--- config.mk ---
export PLATFORM = sky130hd
export DESIGN_NAME = lab8_timeout_counter
export DESIGN_NICKNAME = d
export VERILOG_FILES = /design/src/rtl/lab8_timeout_counter.sv
export SDC_FILE = /design/constraint.sdc
export NUM_CORES = 1
export LEC_CHECK = 0
export ABC_AREA = 1
export BUFFER_PORTS_ARGS = -buffer_cell sky130_fd_sc_hd__buf_2
export CAP_MARGIN = 20
export CORE_ASPECT_RATIO = 0.7
export CORE_UTILIZATION = 40
export DETAILED_ROUTE_END_ITERATION = 8
export PLACE_DENSITY_LB_ADDON = 0.3
export SKIP_CTS_REPAIR_TIMING = 1
export SLEW_MARGIN = 20
export SYNTH_ARGS = -nofsm -noshare
export SYNTH_HDL_FRONTEND = slang
export SYNTH_SLANG_ARGS = --single-unit
--- constraint.sdc ---
create_clock -name clock -period 2.04 [get_ports clock]
set_input_delay 0.204 -clock clock [delete_from_list [all_inputs] [get_ports clock]]
set_output_delay 0.204 -clock clock [all_outputs]
set_load 0.1 [all_outputs]
--- src/rtl/lab8_timeout_counter.sv ---
// Per-transaction watchdog for the system-ID checker.
//   clock, reset : rising-edge clock, synchronous active-high reset
//   clear        : zero the count (has priority over enable)
//   enable       : count this cycle
//   expired      : this enabled cycle is the LIMIT-th since the last clear
module lab8_timeout_counter #(
   parameter int unsigned WIDTH = 16,
   parameter int unsigned LIMIT = 255
) (
   input  logic clock,
   input  logic reset,
   input  logic clear,
   input  logic enable,
   output logic expired
);

   logic [WIDTH-1:0] count;

   // Flagged one cycle early so the owner's next state lands exactly
   // LIMIT cycles after the clear.
   assign expired = enable && (count >= WIDTH'(LIMIT - 1));

   always_ff @(posedge clock) begin
      if (reset || clear)
         count <= '0;
      else if (enable && !expired)
         count <= count + 1'b1;
   end

endmodule

==> metrics.csv <==
stage,metric,value,unit
status,status,"finished, final reports clean",
die,initial_core_util,44.8,%
detailed_routing,viasPerCell,4.65,
detailed_routing,top_layer,met4,
cells_and_area,nets,117,
die,pin_count,5,
timing,hold_violations,0,
critical_path,crit_fanout,4,
place,gp_congestion,0.750,
global_routing,grt_util_all_layers,14.9,%
cells_and_area,top_register,count,
cells_and_area,area_growth,11.1,%
synthesis,synth_top_cells_by_count,"nand2_1 (26), nor2_1 (17), dfxtp_1 (16), inv_1 (16), a21oi_1 (7)",
cts,clkSinkCount,16,
detailed_routing,num_vias,609,
cts,clkTransAtPathRegs,0.10,ns
critical_path,worstSetupStartpoint,count[0]$_SDFFE_PP0P_,
synthesis,synth_cells,103,
synthesis,synthFlopType,dfxtp_1,
timing,rsz0062_at_grt,false,
timing,max-slew-margin-rel,64.5,%
timing,fin_hold_ws,0.228,ns
cells_and_area,reg_top3,count (16),
die,num_rows,12,
cells_and_area,antennaDiodeCount,0,
synthesis,syn_nets,109,
synthesis,syn_area_per_cell,7.25,um2
place,numPortBuffers,4,
cells_and_area,layout-drive-gt1-share,18.2,%
synthesis,netlist_area,747,um2
die,die-area,2050,um2
power_and_ir_drop,p_per_area,655,nW/um2
detailed_routing,drt-total-wl,1240,um
power_and_ir_drop,irDropWorstVdd,0.374,mV
die,die_w,53.7,um
global_routing,globalRoute.totalOverflow,0,
synthesis,synth_edf_count,0,
cells_and_area,largest_register_ff_count,16,
detailed_routing,drtIter0Drc,13,
global_routing,antenna_found_initial,0,
cts,clock_path_buffers,2,
global_routing,grt_pass1_wl,2080,um
timing,tns,0,ns
global_routing,grt_pass1_vias,528,
cells_and_area,final_cells,131,
cts,htreeDepth,1,
hold_path,hp-class,in -> reg,
synthesis,synth_top_area_share,42.9,%
cts,cts-root-buf,clkbuf_4,
synthesis,synth_cell_type_count,16,
critical_path,r2r-start,count[0]$_SDFFE_PP0P_,
timing,setup_viol,0,
synthesis,yosysMostFrequentCell,nand2_1,
detailed_routing,ant_nets,0,
detailed_routing,wl_met1,681,um
place,dp_hpwl,919,um
synthesis,synthTopCellsByArea,"dfxtp_1 (43%), nand2_1 (13%), nor2_1 (8.5%)",
die,core-area,1670,um2
cts,cts_buffers,3,
flow_run,maxCapViolCount,0,
global_routing,grt_max_degree,17,
detailed_routing,met3_length,52,um
critical_path,cp-start-kind,flip-flop,
synthesis,yosys_warnings,0,
detailed_routing,wl_met2,493,um
detailed_routing,routedWlPerCell,9.45,um
critical_path,worstPathRequired,1.84,ns
timing,tightest_slew,0.532,ns
timing,finalMaxSlewViolations,0,
power_and_ir_drop,power.leakage,0.332,nW
synthesis,yosysSeqAreaShare,42.9,%
detailed_routing,drtPass1Iterations,4,
synthesis,synth_seq_cells,16,
timing,fin_crit_sh,93.1,%
cts,clk_latency,0.28,ns
timing,skew,0.00357,ns
critical_path,crit_type,reg -> out,
power_and_ir_drop,p_total,0.543,mW
synthesis,yosysTopAreaCell,dfxtp_1,
timing,period_needed,1.90,ns
cts,cts_tree,yes,
timing,fmax,526,MHz
hold_path,min_from,enable,
critical_path,cp_data_arrival_time,1.70,ns
critical_path,crit_path_end_kind,output pin,
detailed_routing,post-route-drc-count,0,
die,die_h,38.2,um
synthesis,async_flop_share,0,%
place,dp_cells,127,
==> final timing paths <==
check                                 to  slack (ns)  cells past startpoint
setup / recovery                 expired        0.14                      7
hold / removal     count[2]$_SDFFE_PP0P_        0.23                      3
setup reg to reg   count[5]$_SDFFE_PP0P_        0.61                      9
hold reg to reg   count[11]$_SDFFE_PP0P_        0.43                      2
==> worst max-delay path, cell delays in order (launching register included) <==
cell and delay, ns:
dfxtp_1 0.34, inv_1 0.10, ha_1 0.15, nor2_1 0.04, nor2_1 0.12, nand2_2 0.11
a21oi_2 0.13, buf_2 0.42
==> cell usage in the layout (no fill, tap or decap) <==
master    count
nand4_1       2
a21oi_1       6
a21oi_2       4
nand3_2       1
ha_1          2
nor2_1       17
nand2_1      26
xor2_1        3
clkbuf_4      3
buf_2         4
nand2_2       3
clkbuf_8      1
dfxtp_1      16
nor2_2        2
nand3b_1      1
inv_1        16
nand3_1       1
nor2_4        2
==> cell type report <==
type	count	area (um2)
repair buffers	4	20.0
inverters	16	60.1
well taps	21	26.3
fillers	157	837
clock buffers	4	36.3
multi-input cells	70	367
flip-flops and latches	16	320
==> kinds of logic after synthesis <==
group           synth area share (%)
fa+ha+maj                       3.35
buf+inv                         8.54
xor+xnor                        3.52
compound gates                  8.21
simple gates                    33.5
flops                           42.9
==> power breakdown <==
group | switching, mW | total, mW | internal [mW]
clock network | 0.0989 | 0.207 | 0.109
registers | 0.00113 | 0.314 | 0.313
logic | 0.0150 | 0.0213 | 0.00629
==> metrics by stage <==
| step | util [%] | setup slack [ns] | cell area, um2 |
|---|---|---|---|
| 2_1_floorplan | - | 0.214 | 751 |
| 3_3_place_gp | 47.6 | 0.510 | 793 |
| 3_5_place_dp | 47.6 | 0.461 | 793 |
| 4_1_cts | 49.8 | 0.137 | 830 |
| 5_1_grt | 49.8 | 0.0330 | 830 |
| 6_report | 49.8 | 0.140 | 830 |
==> routing by layer <==
layer,GRT usage [%],vias up
met5,0,-
met4,5.92,0
met1,19.2,274
li1,-,326
met3,5.95,2
met2,21.9,7
Note: power is estimated with default switching activity, not from simulation.
